<file path="src/rtl/mem_arbiter_if.sv">
// mem_arbiter_if: RAM byte port plus fetch and load/store request bundles.
// slave = arbiter side, master = requesters/RAM side.
interface mem_arbiter_if;
  logic [7:0]  mem_din;
  logic [7:0]  mem_dout;
  logic [31:0] mem_a;
  logic        mem_wr;
  logic        io_buffer_full;

  logic        ic_req;
  logic [31:0] ic_addr;
  logic        ic_done;
  logic [31:0] ic_data;

  logic        ls_req;
  logic        ls_wr;
  logic [31:0] ls_addr;
  logic [1:0]  ls_size;
  logic [31:0] ls_wdata;
  logic        ls_done;
  logic [31:0] ls_rdata;

  modport slave (
    input  mem_din, io_buffer_full,
    input  ic_req, ic_addr,
    input  ls_req, ls_wr, ls_addr,
    input  ls_size, ls_wdata,
    output mem_dout, mem_a, mem_wr,
    output ic_done, ic_data,
    output ls_done, ls_rdata
  );

  modport master (
    output mem_din, io_buffer_full,
    output ic_req, ic_addr,
    output ls_req, ls_wr, ls_addr,
    output ls_size, ls_wdata,
    input  mem_dout, mem_a, mem_wr,
    input  ic_done, ic_data,
    input  ls_done, ls_rdata
  );
endinterface

</file>
<file path="src/rtl/mem_arbiter.sv">
// mem_arbiter: round-robin byte RAM arbiter for fetch and load/store.
// MEM_ARB_IO_STALL_EN: hold off UART-space writes while io_buffer_full.
module mem_arbiter (
  input  logic         clk,
  input  logic         rst,
  input  logic         rdy,
  mem_arbiter_if.slave bus
);
  typedef enum logic [1:0] {
    IDLE = 2'd0,
    RD   = 2'd1,
    WR   = 2'd2
  } state_t;

  localparam logic OWN_IC = 1'b0;
  localparam logic OWN_LS = 1'b1;

  state_t      state_q, state_d;
  logic        owner_q, last_q;
  logic [1:0]  cnt_q, left_q, len_q, pipe_q;
  logic [31:0] a_q, wdata_q;
  logic [31:0] ic_data_q, ls_rdata_q;
  logic [7:0]  dout_q;
  logic        wr_q, ic_done_q, ls_done_q;

  logic        io_block, ls_ok;
  logic        gnt_ls, gnt_ic;
  logic        own_req, fin_rd;
  logic [1:0]  ls_len;
  logic [4:0]  bsel;

`ifdef MEM_ARB_IO_STALL_EN
  assign io_block = bus.ls_wr
                 && bus.ls_addr[17:16] == 2'b11
                 && bus.io_buffer_full;
`else
  logic unused_io;
  assign unused_io = bus.io_buffer_full;
  assign io_block  = 1'b0;
`endif

  assign bsel = {cnt_q, 3'b000};

  always_comb begin
    ls_ok   = bus.ls_req && !io_block;
    gnt_ls  = ls_ok
           && (!bus.ic_req || last_q == OWN_IC);
    gnt_ic  = bus.ic_req && !gnt_ls;
    own_req = (owner_q == OWN_LS) ? bus.ls_req
                                  : bus.ic_req;
    // pipe_q[1]: a byte addressed two edges ago lands now
    fin_rd  = pipe_q[1] && cnt_q == len_q;
    unique case (1'b1)
      bus.ls_size == 2'd0: ls_len = 2'd0;
      bus.ls_size == 2'd1: ls_len = 2'd1;
      default:             ls_len = 2'd3;
    endcase
    state_d = state_q;
    unique case (state_q)
      IDLE: begin
        if (gnt_ls)
          state_d = bus.ls_wr ? WR : RD;
        else if (gnt_ic)
          state_d = RD;
      end
      RD: begin
        if (!own_req || fin_rd)
          state_d = IDLE;
      end
      WR: begin
        if (left_q == 2'd0)
          state_d = IDLE;
      end
      default: state_d = IDLE;
    endcase
  end

  always_ff @(posedge clk) begin
    if (rst) begin
      state_q    <= IDLE;
      owner_q    <= OWN_IC;
      last_q     <= OWN_IC;
      cnt_q      <= '0;
      left_q     <= '0;
      len_q      <= '0;
      pipe_q     <= '0;
      a_q        <= '0;
      wdata_q    <= '0;
      ic_data_q  <= '0;
      ls_rdata_q <= '0;
      dout_q     <= '0;
      wr_q       <= 1'b0;
      ic_done_q  <= 1'b0;
      ls_done_q  <= 1'b0;
    end else if (rdy) begin
      state_q   <= state_d;
      ic_done_q <= 1'b0;
      ls_done_q <= 1'b0;
      unique case (state_q)
        IDLE: begin
          if (gnt_ls || gnt_ic) begin
            owner_q <= gnt_ls;
            last_q  <= gnt_ls;
            a_q     <= gnt_ls ? bus.ls_addr
                              : bus.ic_addr;
            len_q   <= gnt_ls ? ls_len : 2'd3;
            left_q  <= gnt_ls ? ls_len : 2'd3;
            cnt_q   <= 2'd0;
            pipe_q  <= 2'b01;
            if (gnt_ls && bus.ls_wr) begin
              wdata_q <= bus.ls_wdata;
              dout_q  <= bus.ls_wdata[7:0];
              wr_q    <= 1'b1;
              cnt_q   <= 2'd1;
              pipe_q  <= 2'b00;
            end else if (gnt_ls) begin
              ls_rdata_q <= '0;
            end else begin
              ic_data_q <= '0;
            end
          end
        end
        RD: begin
          if (!own_req) begin
            pipe_q <= 2'b00;
          end else begin
            if (pipe_q[1]) begin
              if (owner_q == OWN_LS)
                ls_rdata_q[bsel +: 8] <= bus.mem_din;
              else
                ic_data_q[bsel +: 8] <= bus.mem_din;
              cnt_q <= cnt_q + 2'd1;
              if (cnt_q == len_q) begin
                ls_done_q <= owner_q == OWN_LS;
                ic_done_q <= owner_q == OWN_IC;
              end
            end
            pipe_q <= {pipe_q[0], left_q != 2'd0};
            if (left_q != 2'd0) begin
              a_q    <= a_q + 32'd1;
              left_q <= left_q - 2'd1;
            end
          end
        end
        WR: begin
          if (left_q != 2'd0) begin
            a_q    <= a_q + 32'd1;
            dout_q <= wdata_q[bsel +: 8];
            cnt_q  <= cnt_q + 2'd1;
            left_q <= left_q - 2'd1;
          end else begin
            wr_q      <= 1'b0;
            ls_done_q <= 1'b1;
          end
        end
        default: ;
      endcase
    end
  end

  assign bus.mem_a    = a_q;
  assign bus.mem_dout = dout_q;
  assign bus.mem_wr   = wr_q;
  assign bus.ic_done  = ic_done_q;
  assign bus.ic_data  = ic_data_q;
  assign bus.ls_done  = ls_done_q;
  assign bus.ls_rdata = ls_rdata_q;
endmodule
</file>
<file path="src/flat_wrapper.sv">
// flat-port wrapper written by rule: the top's interface ports become plain ports
module mem_arbiter_flat 
  (clk, rst, rdy, bus_mem_din, bus_io_buffer_full, bus_ic_req, bus_ic_addr, bus_ls_req, bus_ls_wr, bus_ls_addr, bus_ls_size, bus_ls_wdata, bus_mem_dout, bus_mem_a, bus_mem_wr, bus_ic_done, bus_ic_data, bus_ls_done, bus_ls_rdata);
  mem_arbiter_if bus_i ();
  input  logic clk;
  input  logic rst;
  input  logic rdy;
  input wire logic [$bits(bus_i.mem_din)-1:0] bus_mem_din;
  input wire logic [$bits(bus_i.io_buffer_full)-1:0] bus_io_buffer_full;
  input wire logic [$bits(bus_i.ic_req)-1:0] bus_ic_req;
  input wire logic [$bits(bus_i.ic_addr)-1:0] bus_ic_addr;
  input wire logic [$bits(bus_i.ls_req)-1:0] bus_ls_req;
  input wire logic [$bits(bus_i.ls_wr)-1:0] bus_ls_wr;
  input wire logic [$bits(bus_i.ls_addr)-1:0] bus_ls_addr;
  input wire logic [$bits(bus_i.ls_size)-1:0] bus_ls_size;
  input wire logic [$bits(bus_i.ls_wdata)-1:0] bus_ls_wdata;
  output wire logic [$bits(bus_i.mem_dout)-1:0] bus_mem_dout;
  output wire logic [$bits(bus_i.mem_a)-1:0] bus_mem_a;
  output wire logic [$bits(bus_i.mem_wr)-1:0] bus_mem_wr;
  output wire logic [$bits(bus_i.ic_done)-1:0] bus_ic_done;
  output wire logic [$bits(bus_i.ic_data)-1:0] bus_ic_data;
  output wire logic [$bits(bus_i.ls_done)-1:0] bus_ls_done;
  output wire logic [$bits(bus_i.ls_rdata)-1:0] bus_ls_rdata;
  assign bus_i.mem_din = bus_mem_din;
  assign bus_i.io_buffer_full = bus_io_buffer_full;
  assign bus_i.ic_req = bus_ic_req;
  assign bus_i.ic_addr = bus_ic_addr;
  assign bus_i.ls_req = bus_ls_req;
  assign bus_i.ls_wr = bus_ls_wr;
  assign bus_i.ls_addr = bus_ls_addr;
  assign bus_i.ls_size = bus_ls_size;
  assign bus_i.ls_wdata = bus_ls_wdata;
  assign bus_mem_dout = bus_i.mem_dout;
  assign bus_mem_a = bus_i.mem_a;
  assign bus_mem_wr = bus_i.mem_wr;
  assign bus_ic_done = bus_i.ic_done;
  assign bus_ic_data = bus_i.ic_data;
  assign bus_ls_done = bus_i.ls_done;
  assign bus_ls_rdata = bus_i.ls_rdata;
  mem_arbiter u_core (.clk(clk), .rst(rst), .rdy(rdy), .bus(bus_i));
endmodule
</file>
<file path="config.mk">
export PLATFORM = sky130hd
export DESIGN_NAME = mem_arbiter_flat
export DESIGN_NICKNAME = d
export VERILOG_FILES = /design/src/rtl/mem_arbiter_if.sv /design/src/rtl/mem_arbiter.sv /design/src/flat_wrapper.sv
export SDC_FILE = /design/constraint.sdc
export NUM_CORES = 1
export LEC_CHECK = 0
export ABC_AREA = 1
export ABC_CLOCK_PERIOD_IN_PS = 2100
export CORE_MARGIN = 1
export CORE_UTILIZATION = 30
export CTS_BUF_LIST = sky130_fd_sc_hd__clkbuf_4
export DETAILED_ROUTE_END_ITERATION = 16
export PLACE_DENSITY = 0.66
export SYNTH_ARGS = -nofsm -noshare
export SYNTH_HDL_FRONTEND = slang
export SYNTH_SLANG_ARGS = --single-unit
</file>
<file path="constraint.sdc">
create_clock -name clk -period 2.1 [get_ports clk]
set_clock_uncertainty 0.1 [all_clocks]
set_input_delay 0.63 -clock clk [delete_from_list [all_inputs] [get_ports clk]]
set_output_delay 0.63 -clock clk [all_outputs]
set_load 0.005 [all_outputs]
</file>
## Word level (Yosys, flattened, before mapping)

Cells that the tools add are included.

- Add/sub/neg operators: 4
- Multipliers: 0
- Divide/modulo/power cells: 0
- Magnitude comparators: 0
- Equal/unequal tests: 18
- Shift-type cells: 3
- Mux-type cells: 61
- Bitwise operators: 1
- Reduce and logical (&&, ||, !) cells: 27

Operators with widths:

| operator | count |
|---|---|
| 32-bit 2-to-1 mux | 16 |
| 32-bit case mux with 2 select lines | 2 |
| 32-bit case mux with 3 select lines | 1 |
| 32-bit bitwise mux | 2 |
| 32-bit by 1-bit adder with 32-bit output (second input constant) | 1 |
| 8-bit by 7-bit variable shift with 32-bit output (first input constant) | 1 |
| 32-bit by 6-bit variable part select with 8-bit output | 1 |
| 8-bit by 7-bit variable part select with 32-bit output | 1 |
| 2-bit 2-to-1 mux | 15 |
| 8-bit 2-to-1 mux | 3 |
| 2-bit by 1-bit != test with 1-bit output (second input constant) | 9 |
| 2-bit case mux with 3 select lines | 3 |
| 8-bit case mux with 2 select lines | 1 |
| 8-bit AND reduction | 2 |
| 1-bit 2-to-1 mux | 14 |
| 4-bit AND reduction | 3 |
| 5-bit AND reduction | 2 |
| 2-bit != test (second input constant) | 4 |
| 2-bit case mux with 2 select lines | 2 |
| 5-bit negator with 7-bit output | 1 |
| 2-bit logical NOT | 3 |
| 3-bit AND reduction | 2 |
| 6-bit AND reduction | 1 |
| 2-bit nonzero test | 3 |
| 12 further kinds | 21 |

- Bits in registers: 150
- Latch bits: 0
- Memory bits (writable): 0
- Bits in read-only memories: 0
- Input port bits: 113
- Output and inout bits: 107
- Word-level logic and storage cells: 128
- Memories: 0

## Logic depth before layout (Yosys ltp)

Gate-level depths: netlist (run 1).

- Depth in word-level cells: 8
- Depth in mapped cells: 13
- Mapped depth without buffers: 12

## Worst setup path after synthesis (run 1)

Ideal clock, no wire load.

- Path kind: register to register
- Start point: reg u_core.cnt_q[0]
- End point: reg u_core.ic_data_q[0] (netlist: u_core.bus.ic_data[0])
- Setup time: 113 ps
- Arrival: 1930 ps
- Required time: 1887 ps
- Slack: -42 ps
- Stages on the path, launching flop included: 11
- Buffers on the path: 3
- Period minus slack after synthesis: 2142 ps
- Cells stage by stage: dfxtp_1 inv_1 buf_1 ha_1 buf_4 clkinv_1 nand2_2 nand3_2 buf_6 nor2_1 nor2_1

- Cells in the longest elaborated chain, start to end: 7
- Elaborated cells between the ends (all ways): 8
- Those cells by class: 1 x add/sub; 2 x shift; 5 x mux

Ends and longest elaborated chain:

| element | line | RTL |
|---|---|---|
| start: declaration | mem_arbiter.sv:20 | `logic [1:0] cnt_q, left_q, len_q, pipe_q;` |
| start signal: assignment | mem_arbiter.sv:132 | `cnt_q <= cnt_q + 2'd1;` |
| start signal: assignment | mem_arbiter.sv:149 | `cnt_q <= cnt_q + 2'd1;` |
| 5-bit negator with 7-bit output * | mem_arbiter.sv:131 | `ic_data_q[bsel +: 8] <= bus.mem_din;` |
| 8-bit by 7-bit variable part select with 32-bit output / 8-bit by 7-bit variable shift with 32-bit output (equally long branches) | mem_arbiter.sv:131 |  |
| 32-bit bitwise mux * | mem_arbiter.sv:131 |  |
| 32-bit 2-to-1 mux * | mem_arbiter.sv:128 | `if (owner_q == OWN_LS)` |
| 32-bit 2-to-1 mux * | mem_arbiter.sv:127 | `if (pipe_q[1]) begin` |
| 32-bit 2-to-1 mux * | mem_arbiter.sv:124 | `if (!own_req) begin` |
| 32-bit case mux with 2 select lines * | mem_arbiter.sv:99 | `unique case (state_q)` |
| end signal: indexed assignment | mem_arbiter.sv:131 |  |
| end: declaration | mem_arbiter.sv:22 | `logic [31:0] ic_data_q, ls_rdata_q;` |

Mark *: on every way between the ends. The rest lies on a longest branch, timed or not. The select of a mux whose other input is x is not followed.
A chain may end at the register's enable or synchronous reset.

## Worst setup path after layout (run 1)

- Start point: reg u_core.a_q[17] (netlist: u_core.bus.mem_a[17])
- End point: out bus_mem_a[17]

RTL lines:

| element | line | RTL |
|---|---|---|
| start: declaration | mem_arbiter.sv:21 | `logic [31:0] a_q, wdata_q;` |
| start signal: assignment | mem_arbiter.sv:104 | `a_q <= gnt_ls ? bus.ls_addr` |
| start signal: assignment | mem_arbiter.sv:140 | `a_q <= a_q + 32'd1;` |
| start signal: assignment | mem_arbiter.sv:147 | `a_q <= a_q + 32'd1;` |
| end: declaration | flat_wrapper.sv:18 | `output wire logic [$bits(bus_i.mem_a)-1:0] bus_mem_a;` |

No word-level cell between the ends.

==> flow_summary_export.csv, run 1 <==
group,metric,value,unit
clock_tree,cts_tree,"built",
critical_path,crit_type,"reg2out",
critical_path,max_stage_delay,0.40,ns
critical_path,cp_max_fo,6,
synthesis,avgSynthCellArea,6.29,um^2
sta,slew_headroom,62.4,%
sta,tightest_slew,0.562,ns
critical_path,cp.arrival,1.25,ns
clock_tree,clkTransAtPathRegs,0.18,ns
synthesis,synth_cell_types,34,
drt,drt_iter0_markers,536,
global_route,grt_antenna_before_repair,3,
pwr,p_int,0.00484,W
synthesis,synth_top_family_by_area,"simple AND/OR/NAND/NOR gates",
pwr,seqPwrFrac,42.6,%
drt,firstDrtPassIters,5,
critical_path,critPathSlowestCell,"dfxtp_4",
pwr,p_comb_share,33.4,%
floorplanning,initial_core_util,30.7,%
min_path,hold_path_class,"in2reg",
drt,avgRoutedWirePerCell,13.5,um
finish,mostFrequentLayoutCell,"nor2_1",
synthesis,synth_top_area_cell,"dfxtp_1",
clock_tree,cts.path.max_buffers,2,
global_route,grt_pass1_wl,41.6,mm
sta,fin_crit_sh,94.3,%
critical_path,required,1.37,ns
drt,drc,0,
floorplanning,die_area,0.0273,mm^2
critical_path,critPathBufInv,1,
finish,drive_gt1_share,19.0,%
pwr,switching_share,37.3,%
finish,seqCellArea,0.00318,mm^2
critical_path,cp_top_family,"flip-flops",
pwr,power.density,660,mW/mm^2
floorplanning,fp-row-count,59,
synthesis,synth_mux_area_share,0,%
critical_path,cp-startpoint,"u_core.bus.mem_a[17]",
drt,viasPerCell,4.66,
drt,routed_wl,25.8,mm
min_path,min_from,"rst",
place,place_area,0.0110,mm^2
floorplanning,pin_count,220,
critical_path,path_cells,"dlygate4sd2_1",
finish,multi_input_area,0.00431,mm^2
synthesis,synth.cell_area,0.00799,mm^2
finish,final_cell_mix,"nor2_1, nand2_1, o21ai_0",
sta,max_freq,505,MHz
global_route,grtUsageTotal,19.3,%
sta,finalCriticalPeriod,1.98,ns
pwr,total_power,0.00771,W
synthesis,synth_area_leaders,"dfxtp_1, nor2_1, nand2_1",
floorplanning,fp.dieW,165,um
finish,stdcell_area,0.0117,mm^2
critical_path,rr_worst_depth,7,
place,globalplace.congestion,0.870,
pwr,peakVddDrop,387,uV
synthesis,ys_ff_latch,150,
floorplanning,core,0.0261,mm^2
sta,setup-violations-final,0,
sta,worst_hold_slack,0.347,ns
critical_path,critPathCaptureType,"output port",
synthesis,ys_seq_area_share,37.6,%
status,status,"finished clean",
synthesis,synth_top_area_share,37.6,%
sta,setup_tns,0,ns
pwr,p_switching,0.00287,W
drt,via_count,8926,
synthesis,post_synth_and_or_nand_nor_area_fraction,35.4,%
clock_tree,cts_root_buffer,"clkbuf_4",
sta,finalHoldViolCount,0,
pwr,p_clk_share,24.0,%
place,dp.cells,1843,
finish,layoutNonFillerInstCount,1914,
critical_path,worstSetupPathDepth,1,
clock_tree,cts_buffers,17,
job,cap_violations,0,
place,port_buffers,218,
finish,areaGrowthSynthToFinish,46.3,%
finish,filler_cell_count,2754,
clock_tree,worstSkewPairLatency,0.58,ns
place,dp_hpwl,18.9,mm
global_route,grt_max_degree,53,
floorplanning,fp.dieH,165,um
synthesis,synthesis.nets,1393,
global_route,grt_pass1_vias,8570,
clock_tree,clock-sinks,150,
sta,drv_slew,0,
synthesis,synth_fa_ha_area_share,1.72,%
global_route,overflow,0,
critical_path,cp-start-kind,"register",
synthesis,synth-compound-area-share,15.9,%
synthesis,synthXorXnorAreaFrac,0.219,%
synthesis,synth_warnings,0,
synthesis,syn_inst,1269,
drt,ant_nets,0,
pwr,p_leak,5.23,nW
critical_path,r2r_start,"u_core.state_q[1]",
finish,final_nets,1686,
min_path,min_path_cells,4,
clock_tree,h-tree-depth,4,
final cells by class:
type | instances | area share [%]
inverters | 112 | 3.60
clock buffers | 17 | 1.09
diodes | 4 | 0.0857
repair buffers | 333 | 26.2
flip-flops and latches | 150 | 27.2
multi-input cells | 948 | 36.9
clock inverters | 15 | 1.32
well taps | 335 | 3.59
registers in the layout (all words and copies together) (netlist names), 8 cells and up:
signal               cells
u_core.bus.mem_dout      8
u_core.bus.mem_a        32
u_core.wdata_q          32
u_core.bus.ls_rdata     32
u_core.bus.ic_data      32
routing by layer:
metal  up-vias  routed length [um]  GRT usage, %
met1      3988               11200          23.4
met3        35                1640          4.55
met4         0                 445          5.84
met2       253               12500          33.6
li1       4650                   -             -
met5         -                   0             0
power by group through the flow:
stage / combinational, W / sequential (W) / clock [W]
floorplan: 0.00130 / 0.00335 / 0
global placement: 0.00244 / 0.00337 / 0
detailed placement: 0.00247 / 0.00337 / 0
CTS: 0.00255 / 0.00329 / 0.00193
global route: 0.00289 / 0.00332 / 0.00202
finish: 0.00257 / 0.00329 / 0.00185
path summary, 6_finish.rpt:
check                           endpoint  slack, ns
setup / recovery           bus_mem_a[17]       0.12
hold / removal      u_core.bus.mem_a[11]       0.35
setup reg to reg  u_core.bus.ic_data[23]       0.15
hold reg to reg       u_core.wdata_q[30]       0.36
per-stage QoR:
| step | util (%) | worst slack, ns |
|---|---|---|
| global route | 44.8 | -0.0000147 |
| floorplan | - | 0.110 |
| finish | 44.8 | 0.120 |
| CTS | 44.6 | 0.00528 |
| detailed placement | 42.3 | -0.444 |
| global placement | 42.3 | -0.406 |
repair_timing:
action | in CTS | in global routing
endpoints found under the setup margin | 107 | 91
buffers inserted | 35 | 0
gates cloned | 0 | 0
gates resized for setup | 228 | 19
hold buffers | 0 | 0
cells by family after synthesis:
| logic type | count (synthesis) |
|---|---|
| compound gates | 247 |
| buf+inv | 171 |
| simple gates | 688 |
| flops | 150 |
| xor+xnor | 2 |
| fa+ha+maj | 11 |
Yosys cell counts:
master,count
nor2_1,293
nor3_2,1
o21ai_2,2
buf_1,2
a211oi_1,1
inv_2,5
o21ai_1,2
o22ai_1,5
nand2_2,3
buf_4,5
ha_1,11
o21bai_1,1
nor2_4,2
buf_2,13
nand3_2,5
dfxtp_1,150
nand3b_1,1
clkinv_1,3
nand4_1,2
buf_6,7
nand2_4,3
nand2_1,269
xor2_1,2
clkbuf_1,32
nor4_1,8
nor2_2,3
o21ai_0,126
nor3_1,13
a31oi_1,1
o211ai_1,5
nand3_1,79
inv_1,104
or2_2,6
a21oi_1,104
Note: power is estimated with default switching activity, not from simulation.
==> inputs of run 2 (changes only) <==
- ABC_AREA: 1 -> not set
- PLACE_DENSITY: 0.66 -> 0.67
==> run 2 against run 1 <==
Power fell by 12%. Sequential share of layout area shrank 0.43 points. Synthesized cell count shrank 26%. Setup slack worse by 0.097 ns. Sequential cell count unchanged. Combinational power down 26%. Utilization up 1.9 points. Largest cell class unchanged. Via count is 11% lower. Count of clock-buffer cells in the layout is the same. Critical path type is now reg2reg. Sequential power decreased by 6.4%. Register-to-register slack got worse by 0.13 ns. Cell count fell by 17%.
==> flow_summary_export.csv, run 2 <==
group,metric,value,unit
status,status,"finished clean",
place,globalplace.congestion,0.881,
sta,max_freq,481,MHz
pwr,power.density,572,mW/mm^2
synthesis,synthXorXnorAreaFrac,0.226,%
synthesis,async_flop_share,0,%
synthesis,synth_fa_ha_area_share,1.78,%
critical_path,rr_worst_depth,7,
global_route,grt_antenna_before_repair,1,
floorplanning,fp.dieW,163,um
global_route,grt_pass1_vias,7357,
floorplanning,fp-row-count,58,
drt,drc,0,
drt,ant_nets,0,
synthesis,yosysMostFrequentCell,"nand2_1",
drt,avgRoutedWirePerCell,16.2,um
sta,finalHoldViolCount,0,
clock_tree,h-tree-depth,4,
drt,drt_iter0_markers,631,
critical_path,cp.arrival,2.46,ns
synthesis,synth_cell_types,72,
synthesis,synth.cell_area,0.00775,mm^2
floorplanning,core,0.0253,mm^2
global_route,grt_max_degree,53,
synthesis,synth_area_leaders,"dfxtp_1, nand2_1, mux2i_1",
synthesis,ys_seq_area_share,38.7,%
floorplanning,pin_count,220,
job,cap_violations,0,
synthesis,synthTopCellsByCount,"nand2_1, dfxtp_1, a21oi_1, nand2b_1, mux2i_1",
finish,drive_gt1_share,27.4,%
finish,mostFrequentLayoutCell,"nand2_1",
finish,areaGrowthSynthToFinish,52.3,%
finish,filler_cell_count,2489,
synthesis,synth_top_area_cell,"dfxtp_1",
pwr,p_leak,4.73,nW
sta,setup_tns,0,ns
critical_path,cp-start-kind,"register",
clock_tree,cts.path.max_buffers,2,
global_route,grtUsageTotal,18.6,%
synthesis,avgSynthCellArea,8.28,um^2
place,dp_hpwl,18.5,mm
critical_path,required,2.48,ns
drt,routed_wl,25.7,mm
synthesis,syn_inst,936,
min_path,min_path_cells,2,
min_path,hold_path_class,"reg2reg",
synthesis,synth_top_area_share,38.7,%
sta,slew_headroom,70.1,%
sta,worst_hold_slack,0.363,ns
sta,setup-violations-final,0,
clock_tree,cts_buffers,17,
drt,viasPerCell,5.03,
finish,final_nets,1365,
drt,via_count,7981,
critical_path,critPathCaptureType,"register",
synthesis,synth_mux_area_share,10.1,%
critical_path,cp_max_fo,11,
clock_tree,clock-sinks,150,
global_route,overflow,0,
finish,final_cell_mix,"nand2_1, buf_4, clkdlybuf4s50_1",
clock_tree,cts_tree,"built",
floorplanning,fp.dieH,163,um
clock_tree,worstSkewPairLatency,0.57,ns
pwr,peakVddDrop,358,uV
sta,drv_slew,0,
sta,finalCriticalPeriod,2.08,ns
floorplanning,die_area,0.0265,mm^2
drt,firstDrtPassIters,5,
place,place_ws,-0.733,ns
place,port_buffers,218,
clock_tree,cts_root_buffer,"clkbuf_4",
finish,final_core_util,46.8,%
synthesis,synth_warnings,0,
synthesis,post_synth_and_or_nand_nor_area_fraction,24.8,%
critical_path,crit_type,"reg2reg",
sta,rsz0062_at_grt,"yes",
synthesis,synth-compound-area-share,18.6,%
synthesis,ys_ff_latch,150,
global_route,grt_pass1_wl,39.0,mm
sta,setup_ws,0.0230,ns
critical_path,r2r_setup_slack,0.02,ns
synthesis,synth_edf_count,0,
synthesis,synthesis.nets,1060,
synthesis,synth_top_family_by_area,"simple AND/OR/NAND/NOR gates",
synthesis,synth_ff_type,"dfxtp_1",
sta,fin_crit_sh,98.9,%
clock_tree,clkTransAtPathRegs,0.13,ns
pwr,total_power,0.00676,W
floorplanning,initial_core_util,30.7,%
sta,tightest_slew,0.449,ns
-- run 2: cells by family after synthesis --
logic type / count (synthesis)
AOI/OAI and AO/OA: 213
xor gates and xnor gates: 2
and+or+nand+nor: 390
muxes: 68
DFF: 150
adders and majority gates: 11
buffers and inverters: 102
-- run 2: through the flow --
step	area [um^2]	cells
6_report	11800	1586
4_1_cts	11700	1579
3_5_place_dp	11000	1515
5_1_grt	11800	1585
3_3_place_gp	11000	1515
2_1_floorplan	7960	936
-- run 2: cell type report --
type | instances | area, um^2 | area share, %
Multi-Input combinational cell | 684 | 4570 | 38.7
Timing Repair Buffer | 353 | 3260 | 27.6
Sequential cell | 150 | 3160 | 26.8
Tap cell | 330 | 413 | 3.50
Clock inverter | 15 | 140 | 1.19
Inverter | 35 | 131 | 1.11
Clock buffer | 17 | 128 | 1.08
Antenna cell | 2 | 5.00 | 0.0424
-- run 2: path summary, 6_finish.rpt --
check,start,end
max,u_core.state_q[0],u_core.bus.mem_a[31]
min,u_core.wdata_q[12],u_core.wdata_q[12]
max reg2reg,u_core.state_q[0],u_core.bus.mem_a[31]
min reg2reg,u_core.wdata_q[12],u_core.wdata_q[12]
-- run 2: worst max-delay path, cell delays in order (launching register included) --
cell and delay (ns):
dfxtp_2 0.38, inv_2 0.06, ha_4 0.19, or3b_4 0.24
o2111a_2 0.24, nand2_4 0.12, or4_1 0.55, o221ai_2 0.14
-- run 2: metal layers --
layer	wire [um]	share of wire (%)	up-vias	global-route usage [%]
met5	0	0	-	0
met3	1560	6.1	24	3.79
met2	12000	47	264	29.9
li1	-	-	3945	-
met1	11800	46	3748	25.0
met4	378	1.5	0	5.31
-- run 2: what timing repair did --
action | in CTS | in global routing
resized for setup | 236 | 30
endpoints found under the setup margin | 201 | 77
buffers inserted | 32 | 4
hold endpoints to repair | 0 | 0
cloned | 0 | 1
pin swaps | 5 | 6
hold buffers | 0 | 0
-- run 2: where the power goes --
group	switching, W	leakage (nW)	internal (W)
Clock	0.00118	0.142	0.000611
Sequential	0.0000873	1.27	0.00299
Combinational	0.000934	3.32	0.000952
==> inputs of run 3 (changes only) <==
- CTS_CLUSTER_SIZE: not set -> 12
==> results of run 3 <==
No change in the layout: final DEF, timing and power equal those of run 2.
==> patch (settings of run 2) <==
Build with the macro `MEM_ARB_IO_STALL_EN` defined.
--- a/src/rtl/mem_arbiter.sv
+++ b/src/rtl/mem_arbiter.sv
@@ -1,4 +1,6 @@
 // mem_arbiter: round-robin byte RAM arbiter for fetch and load/store.
 // MEM_ARB_IO_STALL_EN: hold off UART-space writes while io_buffer_full.
+`define MEM_ARB_IO_STALL_EN
+
 module mem_arbiter (
   input  logic         clk,
Function: changed (a bounded check fails within 4 cycles, from zero or initial values and one cycle with rst high).
==> patch against run 2 <==
Sequential cell count is the same; worst setup slack lost 13 ps; area after synthesis shrank 2.0%; cell area shrank 1.3%; die area shrank 1.9%; sequential power grew 3%; total power grew 14%; routed wire length grew 2.8%; critical path type unchanged.
==> patch: results (changes against run 2) <==
Place
  – GP Congestion: 0.893 (+1.3%)
  – HPWL after DPL: 18500 um (about the same)
  – Port buffer count: 219 (+0.46%)

Global route
  – Met1 Resource Use GR: 0.255 (+0.00439)
  – M3 GR Usage: 0.0562 (+0.0183)
  – First-pass GRT wire length: 40600 um (+4.0%)
  – Number of global-route vias before repair: 7647 (+3.9%)
  – Largest net degree at the start of global routing: 49 (-7.5%)
  – GRT met2 Usage: 0.313 (+0.0131)

Drt
  – WL met3: 2040 um (+31%)
  – DR WL met2: 12200 um (+1.9%)
  – Final wirelength: 26400 um (+2.8%)
  – DR iter-0 viols: 439 (-30%)
  – Total number of vias: 7900 (-1.0%)
  – M1 WL: 11600 um (-1.8%)

Synth
  – Seq/Total Area, Yosys: 0.395 (+0.00771)
  – Synth Area in Adders: 0.0165 (-0.00129)
  – Commonest cells post-synth: 174 x nand2_1, 150 x dfxtp_1, 71 x a21oi_1, 71 x mux2i_1, 38 x nor2_1
  – Post-synthesis compound-gate area fraction: 0.175 (-0.0116)
  – Synth Net Count: 997 (-5.9%)
  – Post-Synth XOR/XNOR Area: 0.00230 (+0.0000450)
  – Unique masters post-synth: 65 (-9.7%)

Setup path
  – Crit path max-delay cell type: dfxtp_4
  – CP arrival: 2480 ps (+20 ps)
  – Largest delay contributor family on the critical path: compound AO/OA/AOI/OAI gates
  – Peak per-stage delay on the critical path: 400 ps (-150 ps)

Clock network
  – Post-CTS Setup Bufs: 42 (+31%)
  – Post-CTS Resized: 239 (+1.3%)

Cells and area
  – Share of layout cells above drive strength 1: 0.281 (+0.00698)
  – Fillers: 2419 (-2.8%)
  – Fin nets: 1308 (-4.2%)

Pwr
  – P_sw: 2.74 mW (+25%)
  – Combinational gate power: 2.62 mW (+39%)
  – Clock power frac: 0.245 (-0.020)
  – Max VDD drop: 481 uV (+34%)
  – P_leak: 4.79 nW (+1.3%)

Floorplanning
  – Chip width: 161 um (-0.97%)

Run status
  – Outcome: finished, final reports clean

STA
  – Slew margin rel.: 0.662 (-0.0383)
[patch: changes by cell type after synthesis, moves of 8 or more]
cell,delta
nand2b_1,-53
mux2_2,+17
nand2_1,+16
a21oi_1,-15
mux2i_1,+14
inv_1,-11
nor2_1,-9
a22o_1,+8
clkbuf_1,-8
nand3b_1,-8
[patch: per-stage QoR]
| stage | setup TNS [ps] | cells | setup slack, ps | util | cell area, um^2 |
|---|---|---|---|---|---|
| 4_1_cts | 0 | 1510 | 2.69 | 0.464 | 11400 |
| 2_1_floorplan | -3180 | 874 | -69.4 | - | 7650 |
| 3_3_place_gp | -101120 | 1436 | -763 | 0.433 | 10700 |
| 5_1_grt | -126 | 1525 | -42.2 | 0.474 | 11700 |
| 3_5_place_dp | -105290 | 1436 | -814 | 0.433 | 10700 |
| 6_report | 0 | 1527 | 9.92 | 0.474 | 11700 |
[patch: cell type report]
type	count	area, um^2	area share
multi-input combinational	644	4410	0.378
timing repair buffer	348	3260	0.280
sequential	150	3170	0.272
tap	324	405	0.0348
clock inverter	15	183	0.0157
clock buffer	17	128	0.0109
inverter	24	93.8	0.00805
antenna	5	12.5	0.00107
[patch: path summary, 6_finish.rpt]
path	cells after the start	startpoint	slack (ps)	to
setup / recovery	8	u_core.state_q[0]	10	u_core.bus.mem_a[23]
hold / removal	2	u_core.bus.ic_data[26]	360	u_core.bus.ic_data[26]
setup reg to reg	8	u_core.state_q[0]	10	u_core.bus.mem_a[23]
hold reg to reg	2	u_core.bus.ic_data[26]	360	u_core.bus.ic_data[26]
[patch: worst reg2reg max path, cell delays in order (launching register included)]
cell and delay (ps):
dfxtp_4 400, inv_2 40, ha_2 190, buf_8 150, o221ai_4 260, nand3_2 140, buf_12 170, or3_1 310
o311ai_1 240
